File: src/rtl/adder_subtractor_pipe_nbit.sv
// Pipelined n-bit adder/subtractor: the carry chain is cut into STAGES equal chunks.
// Optional feature macro ADDSUB_OVF_EN: registers the MSB carry-in and presents signed overflow.
module adder_subtractor_pipe_nbit #(
    parameter int n      = 16,
    parameter int STAGES = 4
) (
    input  logic         clk,
    input  logic         rst,
    input  logic         in_valid,
    output logic         in_ready,
    input  logic [n-1:0] x,
    input  logic [n-1:0] y,
    input  logic         add_n,
    output logic         out_valid,
    input  logic         out_ready,
    output logic [n-1:0] sum,
    output logic         cout,
    output logic         ovf
);
    localparam int C    = n / STAGES;
    localparam int LAST = STAGES - 1;

    logic [n-1:0]      x_q  [STAGES];
    logic [n-1:0]      x_d  [STAGES];
    logic [n-1:0]      yi_q [STAGES];
    logic [n-1:0]      yi_d [STAGES];
    logic [n-1:0]      s_q  [STAGES];
    logic [n-1:0]      s_d  [STAGES];
    logic [STAGES-1:0] v_q;
    logic [STAGES-1:0] v_d;
    logic [STAGES-1:0] c_q;
    logic [STAGES-1:0] c_d;
    logic              adv_s;

    // Adds chunk k of xs and ys with carry-in; returns {carry_out, partial sum with chunk k filled in}.
    function automatic logic [n:0] chunk_add(input logic [n-1:0] xs, input logic [n-1:0] ys,
                                             input logic [n-1:0] ss, input logic cin, input int k);
        logic [C:0]   part;
        logic [n-1:0] so;
        part = {1'b0, xs[k*C +: C]} + {1'b0, ys[k*C +: C]} + {{C{1'b0}}, cin};
        so = ss;
        so[k*C +: C] = part[C-1:0];
        return {part[C], so};
    endfunction

    // The whole pipe advances in lockstep unless a presented result is being held back.
    assign adv_s     = !(v_q[LAST] && !out_ready);
    assign in_ready  = adv_s;
    assign out_valid = v_q[LAST];
    assign sum       = s_q[LAST];
    assign cout      = c_q[LAST];

    // Next-state for every stage: shift one chunk of carry chain per stage, or hold on stall.
    always_comb begin
        logic [n:0] r_s;
        r_s  = '0;
        x_d  = x_q;
        yi_d = yi_q;
        s_d  = s_q;
        v_d  = v_q;
        c_d  = c_q;
        if (adv_s) begin
            r_s     = chunk_add(x, y ^ {n{add_n}}, '0, add_n, 0);
            x_d[0]  = x;
            yi_d[0] = y ^ {n{add_n}};
            s_d[0]  = r_s[n-1:0];
            c_d[0]  = r_s[n];
            v_d[0]  = in_valid;
            for (int k = 1; k < STAGES; k++) begin
                r_s     = chunk_add(x_q[k-1], yi_q[k-1], s_q[k-1], c_q[k-1], k);
                x_d[k]  = x_q[k-1];
                yi_d[k] = yi_q[k-1];
                s_d[k]  = r_s[n-1:0];
                c_d[k]  = r_s[n];
                v_d[k]  = v_q[k-1];
            end
        end else begin
            v_d = v_q;
            c_d = c_q;
        end
    end

    // Stage registers; reset discards everything in flight.
    always_ff @(posedge clk) begin
        if (rst) begin
            for (int k = 0; k < STAGES; k++) begin
                x_q[k]  <= '0;
                yi_q[k] <= '0;
                s_q[k]  <= '0;
            end
            v_q <= '0;
            c_q <= '0;
        end else begin
            x_q  <= x_d;
            yi_q <= yi_d;
            s_q  <= s_d;
            v_q  <= v_d;
            c_q  <= c_d;
        end
    end

`ifdef ADDSUB_OVF_EN
    logic cmsb_q;
    logic cmsb_d;

    // Carry into the MSB is recovered from the MSB sum bit and its two operand bits.
    always_comb begin
        cmsb_d = x_d[LAST][n-1] ^ yi_d[LAST][n-1] ^ s_d[LAST][n-1];
    end

    // MSB carry-in register, kept aligned with the final stage.
    always_ff @(posedge clk) begin
        if (rst) begin
            cmsb_q <= 1'b0;
        end else begin
            cmsb_q <= cmsb_d;
        end
    end

    assign ovf = cmsb_q ^ c_q[LAST];
`else
    assign ovf = 1'b0;
`endif
endmodule

File: config.mk
export PLATFORM = sky130hd
export DESIGN_NAME = adder_subtractor_pipe_nbit
export DESIGN_NICKNAME = d
export VERILOG_FILES = /design/src/rtl/adder_subtractor_pipe_nbit.sv
export SDC_FILE = /design/constraint.sdc
export NUM_CORES = 1
export LEC_CHECK = 0
export CORE_ASPECT_RATIO = 1.5
export CORE_MARGIN = 8
export CORE_UTILIZATION = 49
export DETAILED_ROUTE_END_ITERATION = 8
export PLACE_DENSITY = 0.72
export SYNTH_ARGS = -nofsm -noshare
export SYNTH_HDL_FRONTEND = slang
export SYNTH_SLANG_ARGS = --single-unit
File: constraint.sdc
create_clock -name clk -period 2.51 [get_ports clk]
set_clock_uncertainty 0.15 [all_clocks]
set_input_delay 0.3765 -clock clk [delete_from_list [all_inputs] [get_ports clk]]
set_output_delay 0.3765 -clock clk [all_outputs]
set_load 0.01 [all_outputs]
### After elaboration in Yosys (flattened, before gate mapping)

Cells that the tools add are included.

* output and inout port bits: 20
* input port bits: 37
* register bits: 144

* add/sub/neg operators: 8
* reduce and logical (&&, ||, !) cells: 3
* bitwise gates (word level): 1

Operator list (number)
* adder 4 x 4 -> 5 bit: 4
* adder 5 x 1 -> 5 bit: 4
* bitwise XOR 16 bit: 1
* zero test 1 bit: 2
* logical AND 1 bit: 1

### Longest topological paths before layout

Gate-level depths: netlist of the first run.

* depth in word-level cells: 3
* mapped depth: 7
* depth with buffers taken out: 6

### Least setup slack after synthesis of the first run

No wires, ideal clock.

* path kind: input port to flip-flop
* from: in add_n
* to: reg s_q[51] (netlist name)
* arrival time: 1.833 ns
* setup slack: 0.465 ns
* cell stages on the path: 7
* path through: buf_6 > clkbuf_4 > xor2_1 > ha_1 > and2_2 > a2111oi_2 > nand3b_1

* longest elaborated chain between the ends: 3

Ends and longest elaborated chain
* start: declaration: RTL line 13 `input logic add_n,`
* bitwise XOR 16 bit
* adder 4 x 4 -> 5 bit: RTL line 40 `part = {1'b0, xs[k*C +: C]} + {1'b0, ys[k*C +: C]} + {{C{1'b0}}, cin};`
* adder 5 x 1 -> 5 bit *: RTL line 40
* end signal: indexed assignment: RTL line 89 `s_q[k] <= '0;`
* end signal: assignment: RTL line 96 `s_q <= s_d;`
* end: declaration: RTL line 27 `logic [n-1:0] s_q [STAGES];`

Every way passes the cells marked *; elsewhere a longest branch is shown, timed or not.
A chain may end at the register's enable or synchronous reset.

### Final worst setup path of the first run

* from: in out_ready
* to: out in_ready

* longest elaborated chain between the ends: 3

Ends and longest elaborated chain
* start: declaration: RTL line 15 `input logic out_ready,`
* zero test 1 bit: RTL line 47 `assign adv_s = !(v_q[LAST] && !out_ready);`
* logical AND 1 bit: RTL line 47
* zero test 1 bit: RTL line 47
* end: declaration: RTL line 10 `output logic in_ready,`

No other way between the ends.

==> results of run 1 <==
-- routing by layer --
layer  global-route usage (%)  vias up  part of all wire, %
met5                        0        -                    0
met4                     6.10        0                  1.4
met3                     3.96        9                  3.5
met2                     24.6       40                   50
met1                     14.8     1453                   45
li1                         -     1649                    -
-- flip-flops by register name, summed over array words and instances (netlist names) --
signal	flops
x_q	24
sum	16
c_q	4
s_q	24
v_q	4
yi_q	24
-- cell usage in the layout (no fill, tap or decap), types with 6 or more instances in the layout --
master           netlist  layout
inv_1                  6       6
clkbuf_16              0       9
clkdlybuf4s50_1        0      54
fa_1                   7       7
buf_4                 18       6
a211oi_1              21      21
dfxtp_1               96      96
xnor2_1               16      16
ha_1                  12      12
nand2_1              140     140
nor2_1                26      26
a21oi_1               73      73
-- power by group --
part,total (uW),switching (uW),internal [uW],leakage [uW]
Clock,1320,551,771,0.000132
Combinational,355,165,190,0.000972
Sequential,1680,52.9,1620,0.000789
-- worst paths after layout --
path / start / to / slack [ps]
worst max register to register: x_q[28] / c_q[3] / 510
worst min-delay path: sum[2] / sum[2] / 300
worst min register to register: sum[2] / sum[2] / 300
worst max-delay path: out_ready / in_ready / 390
-- final cells by class --
class / count / share of cell area, %
Sequential cell: 96 / 39.3
Inverter: 7 / 0.537
Clock buffer: 11 / 4.75
Timing Repair Buffer: 63 / 12.9
Multi-Input combinational cell: 336 / 38.7
Tap cell: 107 / 2.74
Clock inverter: 5 / 1.18
-- cell families after synthesis --
group / Yosys count / synth area share [%]
AND/OR/NAND/NOR: 187 / 18.5
AO/OA/AOI/OAI: 108 / 15.5
flip-flops: 96 / 46.4
buffers and inverters: 58 / 7.92
XOR/XNOR: 20 / 4.23
adder cells (fa/ha/maj): 19 / 7.01
other: 1 / 0.0905
multiplexers: 1 / 0.362
-- worst reg2reg max path, delay by kind of cell, from the launching register on --
kind	cells	cell delay (ps)
AOI/OAI and AO/OA	2	450
DFF	1	330
and+or+nand+nor	1	80
adders and majority gates	2	870
-- Yosys cell counts (all sizes together) (5+ instances only) --
| cell type | instances | area (um^2) |
|---|---|---|
| nor2 | 26 | 97.6 |
| inv | 7 | 26.3 |
| a21o | 5 | 37.5 |
| buf | 45 | 275 |
| a21oi | 73 | 365 |
| clkbuf | 6 | 26.3 |
| ha | 12 | 150 |
| xnor2 | 16 | 140 |
| a211oi | 21 | 158 |
| dfxtp | 96 | 1920 |
| fa | 7 | 140 |
| nand2 | 140 | 526 |
-- per-stage QoR --
stage / instances / utilization, %
after floorplan: 490 / -
after global placement: 609 / 55.4
after detailed placement: 609 / 55.4
after CTS: 625 / 58.9
after global routing: 625 / 58.9
final: 625 / 58.9
==> metrics.cfg, run 1 <==
[critical_path]
crit_path_frequent_cell = clkdlybuf4s50_1
r2r_cells = 5
required_ps = 1980
slowest_delay_ps = 540
start_kind = input port
slowest_stage = clkdlybuf4s50_1
critPathMaxFanout = 2
crit_chain = clkdlybuf4s50_1, nor2b_4, inv_2, clkdlybuf4s50_1
crit_family = buffers and inverters
setup.worst_path.class = in2out
arrival_ps = 1600
crit_buf_inv = 3
crit_cells = 4
crit_path_end_kind = output pin

[yosys]
syn_avg_cell_area_um2 = 8.45
synth_async_sr_flop_share_pct = 0
ys.flop_type = dfxtp_1
ys_warn_count = 0
synthesis.nets = 546
ys_ff_latch = 96
netlist_area_mm2 = 0.00414
syn-instance-count = 490
synth-seq-area-share_pct = 46.4
synth_cell_types = 35
synth_edf_count = 0

[drt]
drtIter0Drc = 166
ant_nets = 0
wl_per_cell_um = 12.2
drt-total-wl_um = 7640
vias_per_cell = 5.04
num_vias = 3151
drt-pass1-iter-count = 4
drc = 0

[clock_network]
hold_buffers = 0
htreeDepth = 3
numCtsBuffers = 9
post_cts_resized = 0
cts_root_buffer = clkbuf_16
cts_buffer_depth = 2
clkTransAtPathRegs_ps = 60
post-cts-setup-buffers = 0
cts_tree = yes
clock_latency_ps = 330
numClockSinks = 96

[global_route]
grt_usage_pct = 13.8
grt_pass1_vias = 3206
gr-total-overflow = 0
grt_pass1_wl_um = 13700
grt_max_degree = 110
antenna_found_initial = 0

[layout]
drive_gt1_share_pct = 5.41
fillers = 798
diodes = 0
register_area_mm2 = 0.00192
finalInstanceArea_mm2 = 0.00489
area_growth_pct = 18.2
multi_input_comb_area_mm2 = 0.00189
finalNetCount = 569

[sta]
rsz0062_at_grt = false
finalHoldWorstSlack_ps = 298
hold_viol_final = 0
fmax_ghz = 0.471
worst_slew_pin_slew_ps = 825
period_minus_slack_ps = 2120
slew_viol_final = 0
max-slew-margin-rel_pct = 45.0
period_share_pct = 84.6
setup_tns_ps = 0
worst_slack_ps = 386
final-setup-viol-count = 0

[floorplan]
fp.dieArea_mm2 = 0.0117
core_area_mm2 = 0.00831
die_w_um = 91.1
die_h_um = 129
initial_core_util_pct = 49.8
ios = 57
fp-row-count = 41

[status]
outcome = completed

[placed_design]
dp_hpwl_um = 5120
dpl_worst_slack_ps = 52.2
place_area_mm2 = 0.00460
io_buffers = 55
gp_congestion = 0.748

[power]
power_density_mw_per_mm2 = 685
ir_drop_v = 0.000409
cellLeakagePower_uw = 0.00189
power.total_uw = 3350

[min_path]
hp-class = reg2reg
holdPathStages = 2

[run]
max-cap-violations = 0

No activity file was read; power rests on OpenSTA's default activity.
==> run 2: changes to the inputs <==
clock period = 2 ns   (was 2.51 ns; I/O delays follow)
==> metrics.cfg, run 2 (synthesis gave the netlist of run 1 again) <==
[status]
outcome = completed

[sta]
max-slew-margin-rel_pct = 61.7
slew_viol_final = 0
rsz0062_at_grt = false
setup_tns_ps = 0
final-setup-viol-count = 0
worst_slew_pin_slew_ps = 575
worst_slack_ps = 86.1
period_minus_slack_ps = 1910
hold_viol_final = 0
period_share_pct = 95.7
fmax_ghz = 0.522
finalHoldWorstSlack_ps = 297

[floorplan]
die_h_um = 129
die_w_um = 91.1
core_area_mm2 = 0.00831
fp-row-count = 41
ios = 57
fp.dieArea_mm2 = 0.0117
initial_core_util_pct = 49.8

[clock_network]
htreeDepth = 3
numClockSinks = 96
cts_buffer_depth = 2
clock_latency_ps = 340
cts_tree = yes
cts_root_buffer = clkbuf_16
numCtsBuffers = 9
clkTransAtPathRegs_ps = 60

[layout]
layout_common_cells = 140 x nand2_1, 96 x dfxtp_1, 73 x a21oi_1
layout_commonest_cell = nand2_1
diodes = 0
top_regs = s_q (24), x_q (24), yi_q (24)
finalNetCount = 577
area_growth_pct = 20.1
drive_gt1_share_pct = 7.79

[critical_path]
critPathMaxFanout = 2
crit_family = buffers and inverters
r2r_cells = 5
start_kind = input port
crit_buf_inv = 1
crit_path_end_kind = register
setup.worst_path.class = in2reg
slowest_delay_ps = 500
required_ps = 2050
crit_cells = 6
slowest_stage = clkdlybuf4s50_1
crit_chain = clkdlybuf4s50_1, mux2_4, fa_1, a21o_1, a211oi_2, nor3_1
rrSetupSlack_ps = 120
arrival_ps = 1960

[drt]
wl_met2_um = 3920
met3RoutedLength_um = 293
wl_met1_um = 3430
drt-pass1-iter-count = 4
drt-total-wl_um = 7810
drc = 0
ant_nets = 0
drtIter0Drc = 163
top_layer = met4
vias_per_cell = 5.02
wl_per_cell_um = 12.3
num_vias = 3176

[placed_design]
dpl_worst_slack_ps = -355
io_buffers = 55
dp_hpwl_um = 5310
gp_congestion = 0.751

[global_route]
grt_usage_pct = 14.1
grt_pass1_wl_um = 13700
antenna_found_initial = 0
grt_pass1_vias = 3202
gr-total-overflow = 0
grt_max_degree = 110

[power]
cellLeakagePower_uw = 0.00194
power.total_uw = 4170
power_density_mw_per_mm2 = 838
ir_drop_v = 0.000655

[run]
max-cap-violations = 0

[min_path]
hp-class = reg2reg
holdPathStages = 2

run 2: cell types whose count changed in the layout (fill, tap and decap cells not counted), moves of 2 or more:
cell             change
clkbuf_8             +2
a211oi_2             +2
buf_4                +7
a211oi_1             -2
clkdlybuf4s50_1      -2
run 2: worst register-to-register path, delay by kind of cell (launching register included):
family,cells,cell delay (ps)
compound gates,2,400
flops,1,330
fa+ha+maj,2,820
simple gates,1,70
run 2: timing repair:
item	4_1_cts	5_1_grt
hold buffers	0	0
endpoints found under the setup margin	1	4
setup buffers	0	0
gates resized for setup	3	4
run 2: path summary, 6_finish.rpt:
check | from | to
worst min-delay path | sum[2] | sum[2]
worst max register to register | x_q[28] | c_q[3]
worst min register to register | sum[2] | sum[2]
worst max-delay path | y[0] | c_q[0]
run 2: layer usage:
layer  vias up  GRT usage [%]
met4         0           7.07
met2        44           24.9
li1       1659              -
met3        14           4.14
met1      1459           15.1
met5         -              0
run 2: report_power, final:
| part | leakage, uW | internal (uW) | switching (uW) | total (uW) |
|---|---|---|---|---|
| logic | 0.00101 | 252 | 212 | 465 |
| registers | 0.000789 | 2040 | 66.3 | 2100 |
| clock network | 0.000135 | 910 | 692 | 1600 |
| total | 0.00194 | 3200 | 971 | 4170 |
run 2: through the flow:
stage	utilization (%)	cells	instance area, um^2
4_1_cts	59.7	633	4960
5_1_grt	59.9	633	4970
6_report	59.9	633	4970
3_3_place_gp	56.1	617	4660
2_1_floorplan	-	490	4140
3_5_place_dp	56.1	617	4660
run 2: layout make-up:
type / instances / area (um^2)
clock buffer: 12 / 256
clock inverter: 4 / 28.8
fill: 797 / 3340
inverter: 7 / 26.3
multi-input combinational: 336 / 1910
sequential: 96 / 1920
tap: 107 / 134
timing repair buffer: 71 / 696
==> run 3: changes to the inputs <==
SKIP_CTS_REPAIR_TIMING = 1   (was default)
==> metrics.cfg, run 3 (synthesis gave the netlist of run 1 again) <==
[sta]
period_minus_slack_ps = 1910
setup_tns_ps = 0
hold_viol_final = 0
max-slew-margin-rel_pct = 61.6
final-setup-viol-count = 0
worst_slew_pin_slew_ps = 576
period_share_pct = 95.7
worst_slack_ps = 86.9
fmax_ghz = 0.523
rsz0062_at_grt = false
slew_viol_final = 0

[power]
power_density_mw_per_mm2 = 838
cellLeakagePower_uw = 0.00195
ir_drop_v = 0.000654

[placed_design]
gp_congestion = 0.751
dpl_worst_slack_ps = -355
place_area_mm2 = 0.00466
dp_hpwl_um = 5310
io_buffers = 55

[clock_network]
numClockSinks = 96
cts_root_buffer = clkbuf_16
cts_buffer_depth = 2
clkTransAtPathRegs_ps = 60
clock_latency_ps = 340
htreeDepth = 3
cts_tree = yes
numCtsBuffers = 9

[layout]
register_area_mm2 = 0.00192
area_growth_pct = 20.1
finalNetCount = 577
diodes = 0
layout_commonest_cell = nand2_1
layout_common_cells = 140 x nand2_1, 96 x dfxtp_1, 73 x a21oi_1
top_regs = s_q (24), x_q (24), yi_q (24)
multi_input_comb_area_mm2 = 0.00191
finalInstanceArea_mm2 = 0.00497
drive_gt1_share_pct = 7.79
fillers = 796
utilization_pct = 59.9

[critical_path]
start_kind = input port
crit_path_end_kind = register
slowest_delay_ps = 500
crit_chain = clkdlybuf4s50_1, mux2_4, fa_1, a21o_1, a211oi_2, nor3_1
slowest_stage = clkdlybuf4s50_1
setup.worst_path.class = in2reg
crit_family = buffers and inverters
arrival_ps = 1960
crit_buf_inv = 1
critPathMaxFanout = 2
required_ps = 2050

[run]
max-cap-violations = 0

[global_route]
grt_pass1_wl_um = 13700
grt_usage_pct = 14.1
grt_max_degree = 110
antenna_found_initial = 0
gr-total-overflow = 0
grt_pass1_vias = 3200

[drt]
drc = 0
vias_per_cell = 5.02
drt-total-wl_um = 7820
num_vias = 3178
drtIter0Drc = 154
drt-pass1-iter-count = 4
wl_per_cell_um = 12.4
ant_nets = 0

[floorplan]
fp.dieArea_mm2 = 0.0117
die_h_um = 129
core_area_mm2 = 0.00831
fp-row-count = 41
ios = 57
die_w_um = 91.1
initial_core_util_pct = 49.8

[min_path]
hp-class = reg2reg

[status]
outcome = completed

==> run 3: cell count changes in the layout (fill, tap and decap cells not counted), sizes merged <==
| cell | delta |
|---|---|
| dlygate4sd2 | -1 |
| dlymetal6s2s | +1 |
==> run 3: routing by layer <==
metal  part of all wire (%)  GRT usage (%)
met1                     44           15.1
met2                     50           24.9
met3                    3.7           4.14
met4                    2.1           7.07
met5                      0              0
==> run 3: cell type report <==
type / instances / area share [%]
tap: 107 / 2.69
multi-input combinational: 336 / 38.4
clock inverter: 4 / 0.578
sequential: 96 / 38.6
timing repair buffer: 71 / 14.0
inverter: 7 / 0.528
clock buffer: 12 / 5.16
==> run 3: final timing paths <==
| check | from | endpoint | slack (ps) | cells past startpoint |
|---|---|---|---|---|
| worst max register to register | x_q[28] | c_q[3] | 120 | 5 |
| worst min register to register | sum[2] | sum[2] | 300 | 2 |
| worst min-delay path | sum[2] | sum[2] | 300 | 2 |
| worst max-delay path | y[0] | c_q[0] | 90 | 6 |
==> run 3: power breakdown <==
group / switching [uW] / total (uW) / internal [uW]
registers: 66.2 / 2100 / 2040
clock network: 692 / 1600 / 910
logic: 212 / 464 / 252
==> run 3: through the flow <==
step,cells,hold slack (ps),total power [uW]
2_1_floorplan,490,282,2440
3_3_place_gp,617,287,2590
4_1_cts,633,303,4220
6_report,633,297,4170
3_5_place_dp,617,294,2610
5_1_grt,633,318,4360
==> run 3: worst register-to-register path, stage by stage (launching register included) <==
cell	delay, ps
dfxtp_1	330
fa_1	460
fa_2	360
a21o_1	190
a211oi_2	210
nor3_1	70
